<file path="config.mk">
export PLATFORM = sky130hd
export DESIGN_NAME = quant_tile_sched
export DESIGN_NICKNAME = d
export VERILOG_FILES = /design/src/rtl/qgemm_sched_pkg.sv /design/src/rtl/rr_arb2.sv /design/src/rtl/quant_tile_sched.sv
export SDC_FILE = /design/constraint.sdc
export NUM_CORES = 1
export LEC_CHECK = 0
export ABC_AREA = 1
export CAP_MARGIN = 30
export CORE_AREA = 2 2 608 610
export CTS_CLUSTER_SIZE = 20
export DETAILED_ROUTE_END_ITERATION = 6
export DIE_AREA = 0 0 610 612
export GPL_ROUTABILITY_DRIVEN = 0
export PLACE_DENSITY_LB_ADDON = 0.08
export SLEW_MARGIN = 20
export SYNTH_ARGS = -nofsm -noshare
export SYNTH_HDL_FRONTEND = slang
export SYNTH_HIERARCHICAL = 1
export SYNTH_SLANG_ARGS = --single-unit
</file>
<file path="constraint.sdc">
create_clock -name clk -period 3.6 [get_ports clk]
set_clock_uncertainty 0.2 [all_clocks]
set_input_delay 0.9 -clock clk [delete_from_list [all_inputs] [get_ports clk]]
set_output_delay 0.9 -clock clk [all_outputs]
set_load 0.05 [all_outputs]
</file>
<file path="src/rtl/qgemm_sched_pkg.sv">
`default_nettype none
// ============================================================================
// Module      : qgemm_sched_pkg
// Description : Shared types and constant helpers for the quantize tile
//               scheduler. It holds the scheduler state encoding, the
//               requester index constants and the beat-count derivation
//               helpers.
// Revision    : 1.0 - initial release
// ============================================================================
package qgemm_sched_pkg;

  // Requester indices. A feeds the A-operand path and B feeds the B-operand path.
  localparam int unsigned REQ_A = 0;
  localparam int unsigned REQ_B = 1;

  typedef enum logic [2:0] {
    ST_IDLE  = 3'd0,
    ST_START = 3'd1,
    ST_FILL  = 3'd2,
    ST_SCALE = 3'd3,
    ST_EMIT  = 3'd4,
    ST_NEXT  = 3'd5
  } sched_state_e;

  function automatic int unsigned clog2_f(input int unsigned v);
    int unsigned r;
    r = 0;
    while ((64'd1 << r) < 64'(v)) r++;
    return r;
  endfunction

  // Number of stream beats needed to move one MAT x MAT tile.
  function automatic int unsigned in_beats_f(input int unsigned mat,
                                             input int unsigned lanes);
    return (mat * mat + lanes - 1) / lanes;
  endfunction

  // Counter width able to hold beat index IN_BEATS-1. It is never narrower than 1 bit.
  function automatic int unsigned beat_cnt_w_f(input int unsigned beats);
    return (beats > 1) ? clog2_f(beats) : 1;
  endfunction

endpackage
`default_nettype wire

</file>
<file path="src/rtl/rr_arb2.sv">
`default_nettype none
// ============================================================================
// Module      : rr_arb2
// Description : Two-way round-robin picker. When both requests are active,
//               the requester at the pointer wins. Otherwise the only
//               active requester wins. The pointer flips on each
//               completion strobe.
// Ports       : clk, rst        - clock and synchronous active-high reset
//               req_i[1:0]      - request vector
//               advance_i       - completion strobe that flips the pointer
//               grant_o         - index of the winning requester
//               any_o           - at least one request is active
// Revision    : 1.0 - initial release
// ============================================================================
module rr_arb2
  import qgemm_sched_pkg::*;
(
  input  logic       clk,
  input  logic       rst,
  input  logic [1:0] req_i,
  input  logic       advance_i,
  output logic       grant_o,
  output logic       any_o
);

  logic ptr_q;

  assign grant_o = req_i[ptr_q] ? ptr_q : ~ptr_q;
  assign any_o   = |req_i;

  always_ff @(posedge clk) begin
    if (rst) begin
      ptr_q <= 1'(REQ_A);
    end else if (advance_i) begin
      ptr_q <= ~ptr_q;
    end
  end

endmodule
`default_nettype wire

</file>
<file path="src/rtl/quant_tile_sched.sv">
`default_nettype none
// ============================================================================
// Module      : quant_tile_sched
// Description : Shares one quantize tile engine between two requesters.
//               Jobs of N tiles are granted round-robin. For each tile the
//               engine is started once, and the scheduler then routes the
//               input stream (FILL), the scale handshake (SCALE) and the
//               output stream (EMIT) to the owner. It signals done after the
//               last tile. All routing is combinational pass-through.
// Optional    : QSCHED_STALL_CNT_EN adds stall_cnt_o, a saturating count of
//               owner stall cycles in FILL (no input valid) and in EMIT
//               (no output ready).
// Ports       : req_valid_i/req_ntiles_i/req_ready_o - job request and accept
//               done_o, owner_o, busy_o              - job status
//               s_valid_i/s_ready_o/s_data_i         - per-requester input
//               qa_*                                 - engine side
//               scl_valid_o/scl_ready_i              - routed scale handshake
//               m_valid_o/m_ready_i                  - routed output stream
// Revision    : 1.0 - initial release
// ============================================================================
module quant_tile_sched
  import qgemm_sched_pkg::*;
#(
  parameter int unsigned LANES_NUM  = 16,
  parameter int unsigned MAT_SIZE   = 16,
  parameter int unsigned FP_DATA_W  = 32,
  parameter int unsigned TILE_CNT_W = 8
) (
  input  logic                              clk,
  input  logic                              rst,
  input  logic [1:0]                        req_valid_i,
  input  logic [2*TILE_CNT_W-1:0]           req_ntiles_i,
  output logic [1:0]                        req_ready_o,
  output logic [1:0]                        done_o,
  output logic                              owner_o,
  output logic                              busy_o,
  input  logic [1:0]                        s_valid_i,
  output logic [1:0]                        s_ready_o,
  input  logic [2*LANES_NUM*FP_DATA_W-1:0]  s_data_i,
  output logic                              qa_start_o,
  output logic                              qa_s_valid_o,
  input  logic                              qa_s_ready_i,
  output logic [LANES_NUM*FP_DATA_W-1:0]    qa_s_data_o,
  input  logic                              qa_scl_valid_i,
  output logic                              qa_scl_ready_o,
  input  logic                              qa_m_valid_i,
  output logic                              qa_m_ready_o,
  output logic [1:0]                        scl_valid_o,
  input  logic [1:0]                        scl_ready_i,
  output logic [1:0]                        m_valid_o,
  input  logic [1:0]                        m_ready_i
`ifdef QSCHED_STALL_CNT_EN
  ,
  output logic [31:0]                       stall_cnt_o
`endif
);

  localparam int unsigned IN_BEATS = in_beats_f(MAT_SIZE, LANES_NUM);
  localparam int unsigned BEAT_W   = beat_cnt_w_f(IN_BEATS);
  localparam int unsigned DATA_W   = LANES_NUM * FP_DATA_W;
  localparam logic [BEAT_W-1:0] LAST_BEAT = BEAT_W'(IN_BEATS - 1);

  sched_state_e            state_q, state_d;
  logic                    owner_q, owner_d;
  logic [TILE_CNT_W-1:0]   remaining_q, remaining_d;
  logic [BEAT_W-1:0]       beat_q, beat_d;

  logic                    grant;
  logic                    any_req;
  logic                    job_done;
  logic [TILE_CNT_W-1:0]   ntiles_grant;

  rr_arb2 u_arb (
    .clk       (clk),
    .rst       (rst),
    .req_i     (req_valid_i),
    .advance_i (job_done),
    .grant_o   (grant),
    .any_o     (any_req)
  );

  assign ntiles_grant = grant ? req_ntiles_i[REQ_B*TILE_CNT_W +: TILE_CNT_W]
                              : req_ntiles_i[REQ_A*TILE_CNT_W +: TILE_CNT_W];

  always_comb begin
    state_d        = state_q;
    owner_d        = owner_q;
    remaining_d    = remaining_q;
    beat_d         = beat_q;
    req_ready_o    = '0;
    done_o         = '0;
    qa_start_o     = 1'b0;
    qa_s_valid_o   = 1'b0;
    s_ready_o      = '0;
    qa_scl_ready_o = 1'b0;
    scl_valid_o    = '0;
    qa_m_ready_o   = 1'b0;
    m_valid_o      = '0;
    job_done       = 1'b0;

    case (state_q)
      ST_IDLE: begin
        // A grant made while reset is asserted would be thrown away, so the
        // accept pulse is not shown to the requester during reset.
        if (any_req && !rst) begin
          req_ready_o[grant] = 1'b1;
          owner_d            = grant;
          remaining_d        = ntiles_grant;
          if (ntiles_grant == '0) begin
            done_o[grant] = 1'b1;
            job_done      = 1'b1;
          end else begin
            state_d = ST_START;
          end
        end
      end
      ST_START: begin
        qa_start_o = 1'b1;
        beat_d     = '0;
        state_d    = ST_FILL;
      end
      ST_FILL: begin
        qa_s_valid_o       = s_valid_i[owner_q];
        s_ready_o[owner_q] = qa_s_ready_i;
        if (s_valid_i[owner_q] && qa_s_ready_i) begin
          if (beat_q == LAST_BEAT) begin
            beat_d  = '0;
            state_d = ST_SCALE;
          end else begin
            beat_d = beat_q + BEAT_W'(1);
          end
        end
      end
      ST_SCALE: begin
        scl_valid_o[owner_q] = qa_scl_valid_i;
        qa_scl_ready_o       = scl_ready_i[owner_q];
        if (qa_scl_valid_i && scl_ready_i[owner_q]) begin
          state_d = ST_EMIT;
        end
      end
      ST_EMIT: begin
        m_valid_o[owner_q] = qa_m_valid_i;
        qa_m_ready_o       = m_ready_i[owner_q];
        if (qa_m_valid_i && m_ready_i[owner_q]) begin
          if (beat_q == LAST_BEAT) begin
            beat_d  = '0;
            state_d = ST_NEXT;
          end else begin
            beat_d = beat_q + BEAT_W'(1);
          end
        end
      end
      ST_NEXT: begin
        remaining_d = remaining_q - TILE_CNT_W'(1);
        if (remaining_q == TILE_CNT_W'(1)) begin
          // A job cut short by reset must never report completion.
          done_o[owner_q] = !rst;
          job_done        = !rst;
          state_d         = ST_IDLE;
        end else begin
          state_d = ST_START;
        end
      end
      default: state_d = ST_IDLE;
    endcase
  end

  always_ff @(posedge clk) begin
    if (rst) begin
      state_q     <= ST_IDLE;
      owner_q     <= 1'b0;
      remaining_q <= '0;
      beat_q      <= '0;
    end else begin
      state_q     <= state_d;
      owner_q     <= owner_d;
      remaining_q <= remaining_d;
      beat_q      <= beat_d;
    end
  end

  assign owner_o = owner_q;
  assign busy_o  = (state_q != ST_IDLE);

  // The data bus is held at zero outside FILL, so idle and reset present a
  // quiet bus to the engine.
  assign qa_s_data_o = (state_q != ST_FILL) ? '0 :
                       owner_q ? s_data_i[REQ_B*DATA_W +: DATA_W]
                               : s_data_i[REQ_A*DATA_W +: DATA_W];

`ifdef QSCHED_STALL_CNT_EN
  logic [31:0] stall_q;
  logic        stall_inc;

  assign stall_inc = ((state_q == ST_FILL) && !s_valid_i[owner_q]) ||
                     ((state_q == ST_EMIT) && !m_ready_i[owner_q]);

  always_ff @(posedge clk) begin
    if (rst) begin
      stall_q <= '0;
    end else if (stall_inc && (stall_q != '1)) begin
      stall_q <= stall_q + 32'd1;
    end
  end

  assign stall_cnt_o = stall_q;
`else
  // This build has no stall counter.
`endif

endmodule
`default_nettype wire

</file>
# Yosys cells after proc, flatten, opt, wreduce, memory -nomap -nowiden
# Cells that the tools add are included.
[word_totals]
regBits = 17
word_cells = 97
ramBits = 0
mem_count = 0
out_inout_bits = 528
latchBits = 0
rom_bits = 0
[classes]
n_mux = 48
n_div = 0
mul = 0
reduce_logical = 17
eq_ne = 15
bitwise_logic = 5
n_lt_le_gt_ge = 5
shift = 0
n_addsub = 2
[op_table]
columns = ["op", "n"]
rows = [
  ["512-bit two-way mux", 2],
  ["3-bit two-way mux", 7],
  ["1-bit two-way mux", 19],
  ["3-bit one-hot mux with 6 select lines", 1],
  ["2-bit two-way mux", 8],
  ["8-bit two-way mux", 2],
  ["8-bit one-hot mux with 2 select lines", 1],
  ["2-bit != test, second input constant", 7],
  ["4-bit two-way mux", 3],
  ["4-bit one-hot mux with 3 select lines", 1],
  ["2-bit bitwise AND", 4],
  ["8-bit by 1-bit equality test with 1-bit output, second input constant", 1],
  ["8-bit logical NOT", 1],
  ["8-bit by 1-bit subtractor with 8-bit output, second input constant", 1],
  ["7-bit AND reduction", 1],
  ["3-bit by 2-bit equality test with 1-bit output, second input constant", 2],
  ["3-bit equality test, second input constant", 2],
  ["1-bit logical AND", 6],
  ["1-bit by 2-bit < comparator with 1-bit output, second input constant", 3],
  ["3-bit nonzero test", 2],
  ["4-bit by 1-bit adder with 4-bit output, second input constant", 1],
  ["4-bit equality test, second input constant", 1],
  ["2-bit one-hot mux with 2 select lines", 1],
  ["2-bit AND reduction", 2],
  ["other kinds (11)", 13],
]

# Longest topological paths before layout
[depth]
word_depth = 10
depth_mapped = 12

# Hierarchy
# Netlist, hierarchy kept.
[modules_own_cells]
columns = ["module", "instances", "area_per_inst_um2", "cells_per_inst"]
rows = [
  ["quant_tile_sched", 1, 8562.0, 1945],
  ["rr_arb2", 1, 53.8, 9],
]

# Worst setup path after synthesis
# No wires, ideal clock.
[synth_path]
path_kind = "input -> output"
from = "input req_valid_i[0]"
to = "output done_o[0]"
arrival_time_ns = 2.665
setup_slack_ns = -0.165
stages = 10
n_path_buf = 1
path_cell_list = "o21ai_0 -> buf_6 -> nand2_2 -> o21ai_0 -> nand2_1 -> nor2_2 -> nand3_4 -> nor2_2 -> nand2_1 -> o21ai_0"
[synth_via]
elab_chain_cells = 10
[synth_lines]
columns = ["element", "line", "text"]
rows = [
  ["start, declared", "quant_tile_sched.sv:31", "input logic [1:0] req_valid_i,"],
  ["1-bit two-way mux (implied by the code) (2 in series)", "rr_arb2.sv:28", "assign grant_o = req_i[ptr_q] ? ptr_q : ~ptr_q;"],
  ["1-bit two-way mux", "rr_arb2.sv:28", ""],
  ["1-bit by 2-bit < comparator with 1-bit output (implied by the code) / 1-bit greater-or-equal comparator (equally long branches)", "quant_tile_sched.sv:110", "done_o[grant] = 1'b1;"],
  ["1-bit logical AND (implied by the code)", "quant_tile_sched.sv:110", ""],
  ["1-bit two-way mux (implied by the code)", "quant_tile_sched.sv:110", ""],
  ["1-bit demux with 1-bit select", "quant_tile_sched.sv:110", ""],
  ["2-bit two-way mux", "quant_tile_sched.sv:109", "if (ntiles_grant == '0) begin"],
  ["2-bit two-way mux (*)", "quant_tile_sched.sv:105", "if (any_req && !rst) begin"],
  ["2-bit one-hot mux with 2 select lines (*)", "quant_tile_sched.sv:101", "case (state_q)"],
  ["end, declared", "quant_tile_sched.sv:34", "output logic [1:0] done_o,"],
]
# Every way passes the cells marked *; elsewhere a longest branch is shown, timed or not. The select of a mux whose other input is x is not followed.

# Worst setup path in the final report
[layout_path]
from = "input s_data_i[948]"
to = "output qa_s_data_o[436]"
[layout_via]
elab_chain_cells = 2
[layout_lines]
columns = ["element", "line", "text"]
rows = [
  ["start, declared", "quant_tile_sched.sv:39", "input logic [2*LANES_NUM*FP_DATA_W-1:0] s_data_i,"],
  ["512-bit two-way mux", "quant_tile_sched.sv:188", "owner_q ? s_data_i[REQ_B*DATA_W +: DATA_W]"],
  ["512-bit two-way mux", "quant_tile_sched.sv:187", "assign qa_s_data_o = (state_q != ST_FILL) ? '0 :"],
  ["end, declared", "quant_tile_sched.sv:43", "output logic [LANES_NUM*FP_DATA_W-1:0] qa_s_data_o,"],
]
# Every way passes these cells.

==> results by group <==
Status
  • Run status: finished with violations
  • Failing checks: setup timing

Logic synthesis
  • Simple-gate share of the synthesized area: 51.7%
  • Mean post-synth cell area: 4.41 sq um
  • Most common flop cell mapped by yosys: dfxtp_1
  • Synth Cell Area: ~8600 sq um
  • Post-synth EDFFs: 0
  • #FFs+latches synth: 17
  • Synth Area in Compound Gates: 32.5%
  • Synthesized Nets: about 3000
  • Synth Area in XOR/XNOR: 0.305%
  • YS warnings: 6
  • Synth Instances: 1954
  • Synth Area in Adders: 0.436%
  • Ys async rst share: 0%
  • Largest family of logic cells by synthesized area: simple AND/OR/NAND/NOR gates
  • Fraction of synthesized area in multiplexers: 0%
  • Register area share after synthesis: 3.95%
  • Netlist cell types: 31

Route
  • Drt first-iter violations: around 1100
  • Residual DRC: 0
  • Avg WL per Cell: between 30 and 40 um
  • Antenna-violating nets left: 0
  • DRT Pass-1 Iters: 5
  • DRT Wirelength: 295000 um
  • Vias post-DR: 21499
  • Vias/cell: 2.54

Die
  • Core ar.: 367000 sq um
  • Initial Utilization: about 2.3%
  • I/O pin count: 1581
  • Die span in y: 612 um
  • # rows: ~220
  • Die Wd: a little over 600 um
  • Die Area: about 370000 sq um

CTS
  • Hold buffers post-CTS: 0
  • Skew-Pair Late Insertion Delay: 0.26 ns
  • Clock Pin Slew Worst Setup and Hold Paths: about 0.060 ns
  • H-tree levels: 1
  • CTS tree: done
  • Clock Sinks: 17
  • Clock buffer count from CTS: 3
  • Clock buffer depth: 2
  • Clk root buf: clkbuf_16

Setup path
  • Nature of the critical path endpoint: output port
  • CP Class: in -> out
  • CP Capture Point: qa_s_data_o[436]
  • Critical Path AT: 2.50 ns
  • Reg2Reg Setup Slack: between 1 and 1.5 ns
  • CP Launch Type: input port
  • Crit path launch: s_data_i[948]
  • FF-to-FF Start: owner_o$_SDFFE_PP0P_
  • Worst flop-to-flop path endpoint: beat_q[1]$_SDFFE_PP0P_
  • WP data required: ~2.5 ns
  • Reg2reg path depth: 11
  • Crit path max fanout: 1

STA
  • Fin worst setup slack: -0.00421 ns
  • Unrepaired setup endpoints after global routing: no
  • Slew Limit Headroom: 39.7%
  • Final setup fails: 1
  • Final Cycle Share: 100%
  • Crit path time final: ~3.6 ns
  • Hold WS: 0.281 ns
  • Least-Margin Pin Slew: just over 0.9 ns
  • Final Hold Fails: 0
  • Max Freq: roughly 280 MHz
  • Slew Limit Fails: 0

Power and ir drop
  • P per Cell Area: 430 nW/um^2
  • P_leak: 13.4 nW
  • Peak VDD IR: 0.000163 V

Global route
  • GR Util All Layers: roughly 15%
  • Largest net degree at the start of global routing: 80
  • Global route total overflow: 0
  • Vias in the first global route: between 20000 and 25000
  • Global-route wire length before repair: around 340000 um
  • Initial antenna violation count: ~350

Final layout
  • Final Non-Filler Cells: roughly 8500
  • Syn-to-layout area delta: 333%
  • # nets final: 4622
  • Layout cells sized above 1: 21.9%
  • Fillers: ~43000
  • Leading cell types in the layout, fill and taps excluded: nand2_1, clkdlybuf4s50_1, buf_12, a21oi_1, buf_4
  • Post-layout util: 10.1%
  • Finished Cell Area: 37300 sq um
  • Commonest non-fill, non-tap cell in the layout: nand2_1

Min path
  • Worst min path class: reg -> reg

Place
  • Dpl cells: 8387
  • Hpwl dp: 273000 um
  • Port Buffers: between 1500 and 2000
  • Area after DPL: 36800 sq um

Run
  • Max Cap Violations: 0
-- registers in the layout (all words and copies together) (netlist names) --
register     count
state_q          3
owner_o          1
beat_q           4
u_arb/ptr_q      1
remaining_q      8
-- layout make-up --
class                           instances  area (sq um)  area share, %
Timing Repair Buffer                 1781         23000           61.7
Multi-Input combinational cell       1727          7470           20.0
Tap cell                             4837          6050           16.2
Sequential cell                        17           348          0.933
Antenna cell                           64           160          0.430
Inverter                               34           146          0.393
Clock buffer                            4          78.8          0.212
Timing Repair inverter                  2          17.5         0.0470
-- metal layers --
layer	global-route usage [%]	wire (um)
met5	0	1740
met4	1.14	4100
met3	9.01	37700
met2	27.4	147000
met1	15.3	104000
-- worst min path at each step --
stage	start	end	cells after the start
after detailed placement	remaining_q[7]$_SDFFE_PP0P_	remaining_q[7]$_SDFFE_PP0P_	2
after CTS	remaining_q[7]$_SDFFE_PP0P_	remaining_q[7]$_SDFFE_PP0P_	2
after floorplan	remaining_q[7]$_SDFFE_PP0P_	remaining_q[7]$_SDFFE_PP0P_	2
after global routing	beat_q[3]$_SDFFE_PP0P_	beat_q[3]$_SDFFE_PP0P_	2
after global placement	remaining_q[7]$_SDFFE_PP0P_	remaining_q[7]$_SDFFE_PP0P_	2
final	remaining_q[7]$_SDFFE_PP0P_	remaining_q[7]$_SDFFE_PP0P_	2
-- cells by family after synthesis --
| logic type | Yosys count |
|---|---|
| simple gates | 1165 |
| xor+xnor | 3 |
| compound gates | 555 |
| flops | 17 |
| buf+inv | 211 |
| fa+ha+maj | 3 |
-- per-stage QoR --
step | worst slack [ns] | setup TNS, ns | power (W)
after global routing | 0.0207 | 0 | 0.0168
final | -0.00421 | -0.00421 | 0.0160
after global placement | -0.519 | -1.47 | 0.0161
after detailed placement | -0.468 | -1.33 | 0.0161
after CTS | -0.00633 | -0.00633 | 0.0166
after floorplan | 0.0748 | 0 | 0.00648
-- worst max-delay path, stage by stage --
cell and delay [ns]:
clkdlybuf4s50_1 0.46, nand2_1 0.15, a21oi_1 0.76, buf_12 0.22
-- power breakdown --
part           switching, W  internal (W)  total [W]
clock network     0.0000929      0.000151   0.000244
logic               0.00942       0.00600     0.0154
registers          0.000111      0.000252   0.000363
total               0.00962       0.00640     0.0160
-- cells in the mapped netlist, types with 4 or more instances --
cell type,n,share of area (%)
o21ai_0,21,1.2
a21oi_1,528,31
nand2_2,4,0.29
buf_2,79,4.6
nand2_1,1098,48
nor2_2,4,0.29
nand3_1,13,0.76
inv_1,30,1.3
buf_6,7,0.91
nor2_1,32,1.4
nor3_1,8,0.46
buf_1,4,0.17
clkbuf_1,83,3.6
buf_4,4,0.35
dfxtp_1,17,4.0
-- what timing repair did --
action,4_1_cts,5_1_grt
endpoints found under the hold margin,0,0
gates resized for setup,51,3
setup buffers,7,0
cloned,4,0
pin swaps,12,3
setup endpoints to repair,63,2
Note: power is estimated with default switching activity, not from simulation.
